===== src/rtl/uart_mem_bridge.sv =====
// Byte-serial debug/load engine between a UART user interface and the CPU data-memory port.
// Frames: 'W' addr data -> write + 'K'; 'R' addr -> read + data byte; anything else -> '?'.
module uart_mem_bridge #(
  parameter logic [7:0]  CMD_WRITE      = 8'h57,
  parameter logic [7:0]  CMD_READ       = 8'h52,
  parameter logic [7:0]  ACK_BYTE       = 8'h4B,
  parameter logic [7:0]  NAK_BYTE       = 8'h3F,
  parameter int unsigned TIMEOUT_CYCLES = 1_000_000
) (
  input  logic       clk,
  input  logic       rst_n,
  input  logic [7:0] rx_data,
  input  logic       rx_ready,
  output logic [7:0] tx_data,
  output logic       tx_start,
  input  logic       tx_busy,
  output logic [7:0] mem_addr,
  output logic [7:0] mem_wdata,
  output logic       mem_we,
  output logic       mem_re,
  input  logic [7:0] mem_rdata,
  output logic       busy,
  output logic       cmd_err,
  output logic       timeout_err
);

  localparam int unsigned CNT_W = $clog2(TIMEOUT_CYCLES);
  // Expiry is detected one count early so the abort lands on the TIMEOUT_CYCLES-th idle cycle.
  localparam logic [CNT_W-1:0] TMO_LAST = CNT_W'(TIMEOUT_CYCLES - 2);

  typedef enum logic [2:0] {
    IDLE, GET_ADDR, GET_DATA, MEM_WR, MEM_RD, RD_WAIT, SEND, WAIT_TX
  } state_t;

  state_t           state_q, state_d;
  logic [7:0]       cmd_q, cmd_d;
  logic [7:0]       mem_addr_q, mem_addr_d;
  logic [7:0]       mem_wdata_q, mem_wdata_d;
  logic [7:0]       tx_data_q, tx_data_d;
  logic [CNT_W-1:0] cnt_q, cnt_d;
  logic             mem_we_q, mem_we_d;
  logic             mem_re_q, mem_re_d;
  logic             busy_q, busy_d;
  logic             cmd_err_q, cmd_err_d;
  logic             timeout_err_q, timeout_err_d;

  always_comb begin
    state_d       = state_q;
    cmd_d         = cmd_q;
    mem_addr_d    = mem_addr_q;
    mem_wdata_d   = mem_wdata_q;
    tx_data_d     = tx_data_q;
    cnt_d         = cnt_q;
    cmd_err_d     = 1'b0;
    timeout_err_d = 1'b0;

    case (state_q)
      IDLE: begin
        if (rx_ready) begin
          if (rx_data == CMD_WRITE || rx_data == CMD_READ) begin
            cmd_d   = rx_data;
            cnt_d   = '0;
            state_d = GET_ADDR;
          end else begin
            cmd_err_d = 1'b1;
            tx_data_d = NAK_BYTE;
            state_d   = SEND;
          end
        end
      end
      GET_ADDR: begin
        if (rx_ready) begin
          mem_addr_d = rx_data;
          cnt_d      = '0;
          state_d    = (cmd_q == CMD_WRITE) ? GET_DATA : MEM_RD;
        end else if (cnt_q == TMO_LAST) begin
          cnt_d         = '0;
          timeout_err_d = 1'b1;
          state_d       = IDLE;
        end else begin
          cnt_d = cnt_q + 1'b1;
        end
      end
      GET_DATA: begin
        if (rx_ready) begin
          mem_wdata_d = rx_data;
          cnt_d       = '0;
          state_d     = MEM_WR;
        end else if (cnt_q == TMO_LAST) begin
          cnt_d         = '0;
          timeout_err_d = 1'b1;
          state_d       = IDLE;
        end else begin
          cnt_d = cnt_q + 1'b1;
        end
      end
      MEM_WR: begin
        tx_data_d = ACK_BYTE;
        state_d   = SEND;
      end
      MEM_RD:  state_d = RD_WAIT;
      RD_WAIT: begin
        tx_data_d = mem_rdata;
        state_d   = SEND;
      end
      SEND:    if (!tx_busy) state_d = WAIT_TX;
      WAIT_TX: if (!tx_busy) state_d = IDLE;
      default: state_d = IDLE;
    endcase

    // Strobes and busy are registered from the next state so they line up with the state itself.
    mem_we_d = (state_d == MEM_WR);
    mem_re_d = (state_d == MEM_RD);
    busy_d   = (state_d != IDLE);
  end

  always_ff @(posedge clk or negedge rst_n) begin
    if (!rst_n) begin
      state_q       <= IDLE;
      cmd_q         <= '0;
      mem_addr_q    <= '0;
      mem_wdata_q   <= '0;
      tx_data_q     <= '0;
      cnt_q         <= '0;
      mem_we_q      <= 1'b0;
      mem_re_q      <= 1'b0;
      busy_q        <= 1'b0;
      cmd_err_q     <= 1'b0;
      timeout_err_q <= 1'b0;
    end else begin
      state_q       <= state_d;
      cmd_q         <= cmd_d;
      mem_addr_q    <= mem_addr_d;
      mem_wdata_q   <= mem_wdata_d;
      tx_data_q     <= tx_data_d;
      cnt_q         <= cnt_d;
      mem_we_q      <= mem_we_d;
      mem_re_q      <= mem_re_d;
      busy_q        <= busy_d;
      cmd_err_q     <= cmd_err_d;
      timeout_err_q <= timeout_err_d;
    end
  end

  // Start is qualified by the live tx_busy so the request goes out in the first free SEND cycle.
  assign tx_start    = (state_q == SEND) && !tx_busy;
  assign tx_data     = tx_data_q;
  assign mem_addr    = mem_addr_q;
  assign mem_wdata   = mem_wdata_q;
  assign mem_we      = mem_we_q;
  assign mem_re      = mem_re_q;
  assign busy        = busy_q;
  assign cmd_err     = cmd_err_q;
  assign timeout_err = timeout_err_q;

endmodule

===== config.mk =====
export PLATFORM = sky130hd
export DESIGN_NAME = uart_mem_bridge
export DESIGN_NICKNAME = d
export VERILOG_FILES = /design/src/rtl/uart_mem_bridge.sv
export SDC_FILE = /design/constraint.sdc
export NUM_CORES = 1
export LEC_CHECK = 0
export CAP_MARGIN = 20
export CORE_MARGIN = 2
export CORE_UTILIZATION = 25
export CTS_CLUSTER_DIAMETER = 80
export DETAILED_ROUTE_END_ITERATION = 6
export PLACE_DENSITY_LB_ADDON = 0.3
export SLEW_MARGIN = 20
export SYNTH_ARGS = -nofsm -noshare
export SYNTH_HDL_FRONTEND = slang
export SYNTH_SLANG_ARGS = --single-unit

===== constraint.sdc =====
create_clock -name clk -period 6.7 [get_ports clk]
set_clock_uncertainty 0.1 [all_clocks]
set_input_delay 1.34 -clock clk [delete_from_list [all_inputs] [get_ports clk]]
set_output_delay 1.34 -clock clk [all_outputs]
set_load 0.01 [all_outputs]

# Word level (Yosys, flattened, before mapping)

Index checks and enable logic that the tools add are counted.

Register bits: 60
Logic and storage cells: 65
Bits of input ports: 20
Output and inout port bits: 30

Reductions and logical operators: 14
Add/subtract/negate cells: 1
Eq/ne operators: 16
Muxes and demuxes: 23

Operator list:

| kind                                                             | number |
|---|---|
| 20-bit 2-to-1 mux                                                | 4 |
| 20-bit one-hot mux with 2 select lines                           | 1 |
| 8-bit by 7-bit == test with 1-bit output (second input constant) | 3 |
| 3-bit 2-to-1 mux                                                 | 8 |
| 8-bit one-hot mux with 3 select lines                            | 1 |
| 3-bit one-hot mux with 7 select lines                            | 1 |
| 20-bit by 1-bit adder with 20-bit output (second input constant) | 1 |
| 20-bit == test (second input constant)                           | 1 |
| 8-bit 2-to-1 mux                                                 | 2 |
| 3-bit == test (second input constant)                            | 5 |
| 3-bit by 2-bit == test with 1-bit output (second input constant) | 3 |
| 3-bit AND reduction                                              | 3 |
| 1-bit 2-to-1 mux                                                 | 6 |
| 2-bit inequality test (second input constant)                    | 3 |
| 3-bit nonzero test                                               | 2 |
| 2-bit AND reduction                                              | 2 |
| 2-bit OR reduction                                               | 2 |
| 3-bit by 1-bit == test with 1-bit output (second input constant) | 1 |
| 3-bit zero test                                                  | 1 |
| 2-bit nonzero test                                               | 1 |
| 1-bit logical AND                                                | 1 |
| 1-bit zero test                                                  | 1 |
| 1-bit logical OR                                                 | 1 |

# Longest topological paths before layout

Depth after elaboration: 6
Depth in mapped cells: 9
Mapped depth without buffers: 7

# Least setup slack after synthesis

No wires, ideal clock.

Path kind: in2out
Start: input port tx_busy
End: output port tx_start
Cell stages on the path: 2
Slack: 3.594 ns
Data required time: 5.260 ns
Arrival: 1.666 ns
Path buffers: 0
Path through: nor2b_1 and2_1

Cells in the longest elaborated chain, start to end: 2

Ends and longest elaborated chain:

| item               | RTL line | RTL |
|---|---|---|
| start: declaration | 16       | `input logic tx_busy,` |
| 1-bit zero test    | 146      | `assign tx_start = (state_q == SEND) && !tx_busy;` |
| 1-bit logical AND  | 146      |  |
| end: declaration   | 15       | `output logic tx_start,` |

Every way passes these cells.

# Final worst setup path

Same ends and word-level chain as after synthesis.

==> results.yml <==
synth:
  synth_edf_count: 0
  synth_top_area_cell: "dfrtp_1"
  syn_area_sq_um: 2910
  ys_warn_count: 0
  yosysTopAreaCellShare: 0.516
  yosysMostFrequentCell: "dfrtp_1"
  synthesis.nets: 300
  ys_types: 50
  postSynthAreaPerCell_sq_um: 10.5
  seq_area_frac_synth: 0.516
  yosys-top-cells-area: "dfrtp_1 52%, mux2_2 7.0%, nand2_1 4.1%"
  ys_ff_latch: 60
  ys.flop_type: "dfrtp_1"
  synth_commonest_cells: "60 x dfrtp_1, 32 x nand2_1, 18 x mux2_2"
  syn_inst: 278
  synth_async_sr_flop_share: 1.00
final_layout:
  num_antenna_cells: 0
  n_fill_cell: 1163
  drive_gt1_frac: 0.145
  finalNetCount: 349
  final_util: 0.335
  final_cells: 475
  synthToLayoutAreaGrowth_pct: 30.9
worst_setup_path:
  r2r_start: "state_q[1]"
  cp-start-kind: "primary input"
  crit_fanout: 3
  endpoint_kind: "output port"
  crit_start: "tx_busy"
  crit_arrival_ps: 2670
  crit_required_ps: 5260
  crit_type: "in -> out"
cts:
  insertion_delay_ps: 320
  numCtsBuffers: 9
  cts_tree: "done"
  clk_pin_slew_ps: 60
  htree_levels: 3
  postCtsHoldBufs: 0
  clock-sinks: 60
  cts_root_buffer: "clkbuf_16"
  postCtsSetupRepairBufs: 0
  clockBufferDepth: 2
  cts_resized: 0
drt:
  drtIter0Drc: 81
  via_per_inst: 4.73
  wl_met3_um: 435
  firstDrtPassIters: 4
  drc_errors: 0
  drt_wl_total_um: 6630
  via_count: 2245
  antenna_left: 0
  routed.top_layer: "met4"
  wirelength_met1_um: 3170
  post_drt_wl_per_cell_um: 14.0
  met2_length_um: 2960
timing:
  hold_viol: 0
  finalCriticalPeriod_ps: 4110
  fmax_ghz: 0.243
  slew_headroom: 0.350
  setup_viol: 0
  worst_slew_pin_slew_ps: 967
  fin_tns_setup_ps: 0
  fin_crit_sh: 0.614
  drv_slew: 0
  grt_setup_unrepaired: "false"
global_route:
  grt_usage: 0.111
  grt_overflow: 0
  antenna_found_initial: 0
  grt_pass1_vias: 2227
  grt_max_degree: 61
  grt_pass1_wl_um: 11300
floorplan:
  initial_core_util: 0.256
  core_region_area_sq_um: 11400
  die-area_sq_um: 12500
  rows: 39
  dieWidth_um: 112
  boundaryPins: 50
  die_y_um: 112
hold_path:
  hold_class: "reg -> reg"
  min_from: "cmd_q[4]"
pwr:
  power_leakage_nw: 1.55
  vdd_drop_max_v: 0.000181
  p_per_area_nw_per_um2: 407
placement:
  place.gp.congestion: 0.731
  port_buffers: 49
  dp_cells: 459
  dpl.hpwl_um: 4460
outcome:
  status: "complete, no violations"
run:
  drv_cap: 0
==> area by class of cell <==
type                       count  area (sq um)  area share
clock buffer                  10           229      0.0601
clock inverter                 6          65.1      0.0171
inverter                       9          33.8     0.00886
multi-input combinational    196          1300       0.342
sequential                    60          1500       0.394
tap                          143           179      0.0469
timing repair buffer          51           500       0.131
==> worst max-delay path, cell delays in order <==
cell             delay, ps
clkdlybuf4s50_1        430
nor2b_1                210
and2_1                 160
clkdlybuf4s50_1        530
==> cell families (layout without fill, tap and decap cells) <==
| family | Yosys count | in the layout | share of synthesized area |
|---|---|---|---|
| and+or+nand+nor | 108 | 108 | 0.208 |
| AOI/OAI and AO/OA | 64 | 64 | 0.148 |
| DFF | 60 | 60 | 0.516 |
| buffers and inverters | 22 | 76 | 0.0370 |
| muxes | 19 | 19 | 0.0731 |
| xor gates and xnor gates | 3 | 3 | 0.00903 |
| adders and majority gates | 2 | 2 | 0.00859 |
==> layer usage <==
metal  vias up  GRT usage
met2        52      0.160
li1       1105          -
met1      1080      0.157
met5         -          0
met4         0     0.0296
met3         8     0.0425
==> sequential cells by signal, indices dropped and copies added, names as in the netlist <==
signal / flops
mem_we: 1
mem_addr: 8
state_q: 3
mem_wdata: 8
mem_re: 1
timeout_err: 1
busy: 1
cmd_err: 1
cmd_q: 8
cnt_q: 20
tx_data: 8
==> path summary, 6_finish.rpt <==
| kind | endpoint | slack [ps] | cells after the start |
|---|---|---|---|
| min in group asynchronous | cnt_q[12] | 1070 | 2 |
| worst min-delay path | cmd_q[4] | 360 | 1 |
| worst max register to register | cnt_q[7] | 3870 | 5 |
| worst min register to register | cmd_q[4] | 360 | 1 |
| worst max-delay path | tx_start | 2590 | 4 |
| max in group asynchronous | cnt_q[14] | 4910 | 2 |
==> where the power goes <==
group | total, mW | switching, mW | internal (mW)
registers | 0.557 | 0.0971 | 0.460
logic | 0.539 | 0.251 | 0.287
clock network | 0.455 | 0.168 | 0.287
total | 1.55 | 0.516 | 1.03
==> metrics by stage <==
stage / hold WS, ps / setup slack [ps] / instance area (sq um) / power (mW)
final: 355 / 2590 / 3810 / 1.55
after CTS: 361 / 2590 / 3810 / 1.57
after global routing: 378 / 2540 / 3810 / 1.65
after floorplan: 325 / 3590 / 2910 / 0.868
after global placement: 342 / 2620 / 3520 / 1.10
after detailed placement: 344 / 2610 / 3520 / 1.11
==> cell usage in the layout (no fill, tap or decap), types with 2 or more instances in the layout <==
cell and instances:
clkinv_2 2, clkdlybuf4s50_1 48, and3_1 5, clkinv_4 2, clkbuf_16 9, o31a_1 4
nand2b_1 9, o21ai_0 11, ha_1 2, inv_1 9, dfrtp_1 60, o22ai_1 4
nand3_1 13, and2_1 6, a21oi_1 11, or3_1 2, mux2_2 18, a22o_1 3
nand4_1 6, xnor2_1 2, nor4bb_1 2, nor3_1 3, a31oi_1 9, buf_4 2
nor2_1 11, nor2b_1 7, nand2_1 32, o211ai_1 5, a21oi_2 8
(Power assumes the default switching activity.)
